<file path="config.mk">
export PLATFORM = sky130hd
export DESIGN_NAME = uart_tx
export DESIGN_NICKNAME = d
export VERILOG_FILES = /design/src/rtl/uart_pkg.sv /design/src/rtl/uart_tx.sv
export SDC_FILE = /design/constraint.sdc
export NUM_CORES = 1
export LEC_CHECK = 0
export CAP_MARGIN = 20
export CORE_MARGIN = 10
export CORE_UTILIZATION = 35
export DETAILED_ROUTE_END_ITERATION = 12
export GPL_TIMING_DRIVEN = 0
export SYNTH_ARGS = -nofsm -noshare
export SYNTH_HDL_FRONTEND = slang
export SYNTH_SLANG_ARGS = --single-unit
</file>
<file path="constraint.sdc">
create_clock -name clk -period 2.23 [get_ports clk]
set_input_delay 0.3345 -clock clk [delete_from_list [all_inputs] [get_ports clk]]
set_output_delay 0.3345 -clock clk [all_outputs]
set_load 0.02 [all_outputs]
</file>
<file path="src/rtl/uart_pkg.sv">
// Shared UART definitions: oversampling constants and transmitter state encoding.
// The PARITY state exists only when UART_TX_PARITY_EN is defined.
package uart_pkg;

    localparam int         OVERSAMPLE = 16;
    localparam logic [3:0] TICK_LAST  = 4'(OVERSAMPLE - 1);

`ifdef UART_TX_PARITY_EN
    typedef enum logic [2:0] {
        IDLE   = 3'd0,
        START  = 3'd1,
        DATA   = 3'd2,
        STOP   = 3'd3,
        PARITY = 3'd4
    } tx_state_e;
`else
    typedef enum logic [1:0] {
        IDLE  = 2'd0,
        START = 2'd1,
        DATA  = 2'd2,
        STOP  = 2'd3
    } tx_state_e;
`endif

endpackage

</file>
<file path="src/rtl/uart_tx.sv">
// UART transmitter: start bit, DBITS data bits LSB first, optional parity, SBITS stop bits,
// each bit 16 s_tick pulses long. Parity bit is added when UART_TX_PARITY_EN is defined.
module uart_tx
    import uart_pkg::*;
#(
    parameter int DBITS      = 8,
    parameter int SBITS      = 1,
    parameter int PARITY_ODD = 0
) (
    input  logic             clk,
    input  logic             rst,
    input  logic             s_tick,
    input  logic             tx_start,
    input  logic [DBITS-1:0] din,
    output logic             tx,
    output logic             tx_busy,
    output logic             tx_done
);

    localparam int            BW        = $clog2(DBITS);
    localparam logic [BW-1:0] BIT_LAST  = BW'(DBITS - 1);
    localparam logic          STOP_LAST = 1'(SBITS - 1);

    if (DBITS < 5 || DBITS > 9 || SBITS < 1 || SBITS > 2 || PARITY_ODD < 0 || PARITY_ODD > 1)
    begin : g_param_check
        $error("uart_tx: DBITS, SBITS or PARITY_ODD out of range");
    end

    tx_state_e        state_q, state_d;
    logic [3:0]       tick_q, tick_d;
    logic [BW-1:0]    bit_q, bit_d;
    logic             stop_q, stop_d;
    logic [DBITS-1:0] shift_q, shift_d;
    logic             tx_q, tx_d;
    logic             done_q, done_d;
`ifdef UART_TX_PARITY_EN
    logic             par_q, par_d;
`endif

    always_comb begin
        // NOTE: every next-state signal gets its hold value first, so no path leaves one unassigned (no latches).
        state_d = state_q;
        tick_d  = tick_q;
        bit_d   = bit_q;
        stop_d  = stop_q;
        shift_d = shift_q;
        done_d  = 1'b0;
`ifdef UART_TX_PARITY_EN
        par_d   = par_q;
`endif
        case (state_q)
            IDLE: begin
                if (tx_start) begin
                    shift_d = din;
                    tick_d  = '0;
`ifdef UART_TX_PARITY_EN
                    par_d   = (^din) ^ 1'(PARITY_ODD);
`endif
                    state_d = START;
                end
            end
            START: begin
                if (s_tick) begin
                    if (tick_q == TICK_LAST) begin
                        tick_d  = '0;
                        state_d = DATA;
                    end else begin
                        tick_d = tick_q + 4'd1;
                    end
                end
            end
            DATA: begin
                if (s_tick) begin
                    if (tick_q == TICK_LAST) begin
                        tick_d  = '0;
                        shift_d = shift_q >> 1;
                        if (bit_q == BIT_LAST) begin
                            bit_d   = '0;
`ifdef UART_TX_PARITY_EN
                            state_d = PARITY;
`else
                            state_d = STOP;
`endif
                        end else begin
                            bit_d = bit_q + BW'(1);
                        end
                    end else begin
                        tick_d = tick_q + 4'd1;
                    end
                end
            end
`ifdef UART_TX_PARITY_EN
            PARITY: begin
                if (s_tick) begin
                    if (tick_q == TICK_LAST) begin
                        tick_d  = '0;
                        state_d = STOP;
                    end else begin
                        tick_d = tick_q + 4'd1;
                    end
                end
            end
`endif
            STOP: begin
                if (s_tick) begin
                    if (tick_q == TICK_LAST) begin
                        tick_d = '0;
                        if (stop_q == STOP_LAST) begin
                            stop_d  = 1'b0;
                            done_d  = 1'b1;
                            state_d = IDLE;
                        end else begin
                            stop_d = stop_q + 1'b1;
                        end
                    end else begin
                        tick_d = tick_q + 4'd1;
                    end
                end
            end
            default: state_d = IDLE;
        endcase

        // The line is registered, so its next level follows the state being entered.
        case (state_d)
            START:   tx_d = 1'b0;
            DATA:    tx_d = shift_d[0];
`ifdef UART_TX_PARITY_EN
            PARITY:  tx_d = par_d;
`endif
            default: tx_d = 1'b1;
        endcase
    end

    always_ff @(posedge clk or negedge rst) begin
        if (!rst) begin
            state_q <= IDLE;
            tick_q  <= '0;
            bit_q   <= '0;
            stop_q  <= 1'b0;
            shift_q <= '0;
            tx_q    <= 1'b1;
            done_q  <= 1'b0;
`ifdef UART_TX_PARITY_EN
            par_q   <= 1'b0;
`endif
        end else begin
            // NOTE: non-blocking assignments so every register samples pre-edge values.
            state_q <= state_d;
            tick_q  <= tick_d;
            bit_q   <= bit_d;
            stop_q  <= stop_d;
            shift_q <= shift_d;
            tx_q    <= tx_d;
            done_q  <= done_d;
`ifdef UART_TX_PARITY_EN
            par_q   <= par_d;
`endif
        end
    end

    assign tx      = tx_q;
    assign tx_done = done_q;
    assign tx_busy = (state_q != IDLE);

endmodule

</file>
==> flow_metrics.env <==
export IMPL_vdd_ir_drop_max_mv=0.4557
export IMPL_areaGrowthSynthToFinish_pct=21.91
export IMPL_fin_hold_ws_ns=0.4835
export IMPL_vias=688
export IMPL_start_util_pct=37.24
export IMPL_cts_resized=0
export IMPL_root_buffer="clkbuf_4"
export IMPL_cts_buffer_depth=2
export IMPL_maxCapViolCount=0
export IMPL_layout_commonest_cell="dfrtp_1"
export IMPL_whs_endpoint="shift_q[1]"
export IMPL_seqPwrFrac_pct=46.8
export IMPL_netlist_area_um2=930.9
export IMPL_cts_sinks=19
export IMPL_boundaryPins=15
export IMPL_die_area_um2=5122
export IMPL_synth_area_leaders="dfrtp_1 48%, nand2_1 6.9%, a22oi_1 4.8%"
export IMPL_worstPathArrival_ns=2.16
export IMPL_drc_errors=0
export IMPL_hold_viol=0
export IMPL_synth_top_area_cell="dfrtp_1"
export IMPL_grt_overflow_total=0
export IMPL_comb_power_share_pct=38.1
export IMPL_power_mw=1.192
export IMPL_rsz0062_at_grt="false"
export IMPL_synthArstFlopShare_pct=100.0
export IMPL_clk_latency_ns=0.30
export IMPL_yosys_warnings=0
export IMPL_num_antenna_cells=0
export IMPL_crit_path_end_kind="flop"
export IMPL_nets=120
export IMPL_ys_seq_elements=19
export IMPL_period_needed_ns=1.966
export IMPL_hold_buffers=0
export IMPL_fp_dieH_um=71.57
export IMPL_r2r_setup_slack_ns=0.26
export IMPL_period_share_pct=88.16
export IMPL_cts_made_buffers=3
export IMPL_synth_edf_count=0
export IMPL_netlist_cell_type_count=33
export IMPL_timing_rr_start="tick_q[0]"
export IMPL_coreArea_um2=2500
export IMPL_power_frac_clock_pct=15.1
export IMPL_die_w_um=71.57
export IMPL_vias_per_cell=5.134
export IMPL_worstPathMaxFanout=10
export IMPL_switching_share_pct=35.81
export IMPL_drtIter0Drc=52
export IMPL_ant_nets=0
export IMPL_grtUsageTotal_pct=7.561
export IMPL_min_path_type="reg -> reg"
export IMPL_clk_pin_slew_ns=0.12
export IMPL_clock_skew_ns=0.01048
export IMPL_place_congestion=0.7243
export IMPL_io_buffers=14
export IMPL_worstReg2RegEnd="bit_q[0]"
export IMPL_synth_cells=86
export IMPL_p_int_mw=0.7654
export IMPL_synth_top_cell_area_share_pct=48.39
export IMPL_leakage_nw=0.5268
export IMPL_power_density_nw_per_um2=1051
export IMPL_syn_avg_cell_area_um2=10.82
export IMPL_fmax_mhz=508.7
export IMPL_grt_pass1_vias=729
export IMPL_required_ns=2.42
export IMPL_antenna_found_initial=0
export IMPL_rows=18
export IMPL_outcome="finished, final reports clean"
export IMPL_grt_pass1_wl_um=3256
export IMPL_ys_flop_type="dfrtp_1"
export IMPL_wl_um=1913
export IMPL_wl_per_cell_um=14.28
export IMPL_worstHoldStart="shift_q[1]"
export IMPL_ctsHtreeMaxLevel=1
export IMPL_dr_pass1_iters=6
export IMPL_synth_seq_area_share_pct=51.21
export IMPL_final_setup_viol_count=0
export IMPL_power_switching_mw=0.4271
export IMPL_slew_headroom_pct=42.65
export IMPL_cts_tree="built"
export IMPL_drive_gt1_share_pct=11.54
export IMPL_fin_setup_tns_ns=0
export IMPL_reg2regPathDepth=6
export IMPL_mostFrequentLayoutCells="18 x dfrtp_1, 17 x nand2_1, 14 x clkdlybuf4s50_1"
export IMPL_drv_slew=0
export IMPL_cts_setup_buffers=0
export IMPL_dpl_hpwl_um=1383
export IMPL_grt_max_degree=20
export IMPL_crit_type="reg -> reg"
export IMPL_synth_nets=101
export IMPL_startpoint_type="flop"
export IMPL_tightest_slew_ns=0.8576
export IMPL_min_path_cells=2
[worst max-delay path, stage by stage, from the launching register on]
cell and delay (ns):
dfrtp_1 0.45, ha_1 0.27, and4_1 0.20, clkbuf_2 0.20, and2_1 0.17, buf_2 0.21
mux2_2 0.35
[cell families (layout without fill, tap and decap cells)]
logic type / Yosys count / in the layout / share of synthesized area, %
AOI/OAI and AO/OA: 23 / 23 / 18.68
xor gates and xnor gates: 1 / 1 / 0.9410
adders and majority gates: 3 / 3 / 4.033
buffers and inverters: 6 / 24 / 3.897
DFF: 19 / 19 / 51.21
muxes: 4 / 4 / 4.570
and+or+nand+nor: 30 / 30 / 16.67
[stage by stage]
step / std cells / cell area [um^2] / worst slack, ns / utilization (%)
2_1_floorplan: 86 / 930.9 / 0.5018 / -
3_3_place_gp: 130 / 1109 / 0.1374 / 44.34
3_5_place_dp: 130 / 1109 / 0.1490 / 44.34
4_1_cts: 134 / 1135 / 0.2833 / 45.40
5_1_grt: 134 / 1135 / 0.1252 / 45.40
6_report: 134 / 1135 / 0.2641 / 45.40
[cell type report]
type / instances / area [um^2]
Fill cell: 244 / 1365
Sequential cell: 19 / 476.7
Multi-Input combinational cell: 61 / 417.9
Timing Repair Buffer: 14 / 140.1
Tap cell: 30 / 37.54
Buffer: 4 / 28.78
Clock buffer: 4 / 26.28
Inverter: 2 / 7.507
[worst max path at each step]
stage | cells past startpoint | slack (ns) | endpoint | from
finish | 6 | 0.26 | bit_q[0] | tick_q[0]
global placement | 5 | 0.14 | tx | tx_start
CTS | 6 | 0.28 | bit_q[0] | tick_q[0]
floorplan | 6 | 0.50 | bit_q[0] | tick_q[0]
global route | 6 | 0.13 | bit_q[0] | tick_q[0]
detailed placement | 5 | 0.15 | tx | tx_start
[layer usage]
metal	up-vias	routed length, um	track usage (%)
met5	-	0	0
met4	0	0	1.290
met3	0	109	3.581
met2	16	900	12.16
met1	329	903	9.040
li1	343	-	-
[synth_stat cells (all sizes together), types with 3 or more instances]
master / instances
nand2: 17
buf: 3
ha: 3
o21ai: 5
a22o: 3
a22oi: 6
nor2: 3
dfrtp: 18
[registers in the layout, summed over array words and instances (netlist names)]
| signal | cells |
|---|---|
| bit_q | 3 |
| tx_done | 1 |
| shift_q | 8 |
| state_q | 2 |
| tick_q | 4 |
| tx | 1 |
[power groups by stage]
stage | Sequential (mW) | Clock, mW | Combinational, mW
after CTS | 0.558 | 0.189 | 0.459
after floorplan | 0.547 | 0 | 0.340
after global placement | 0.559 | 0 | 0.444
after detailed placement | 0.563 | 0 | 0.458
after global routing | 0.576 | 0.201 | 0.511
final | 0.558 | 0.180 | 0.454
Power figures use the tool's default switching activity.
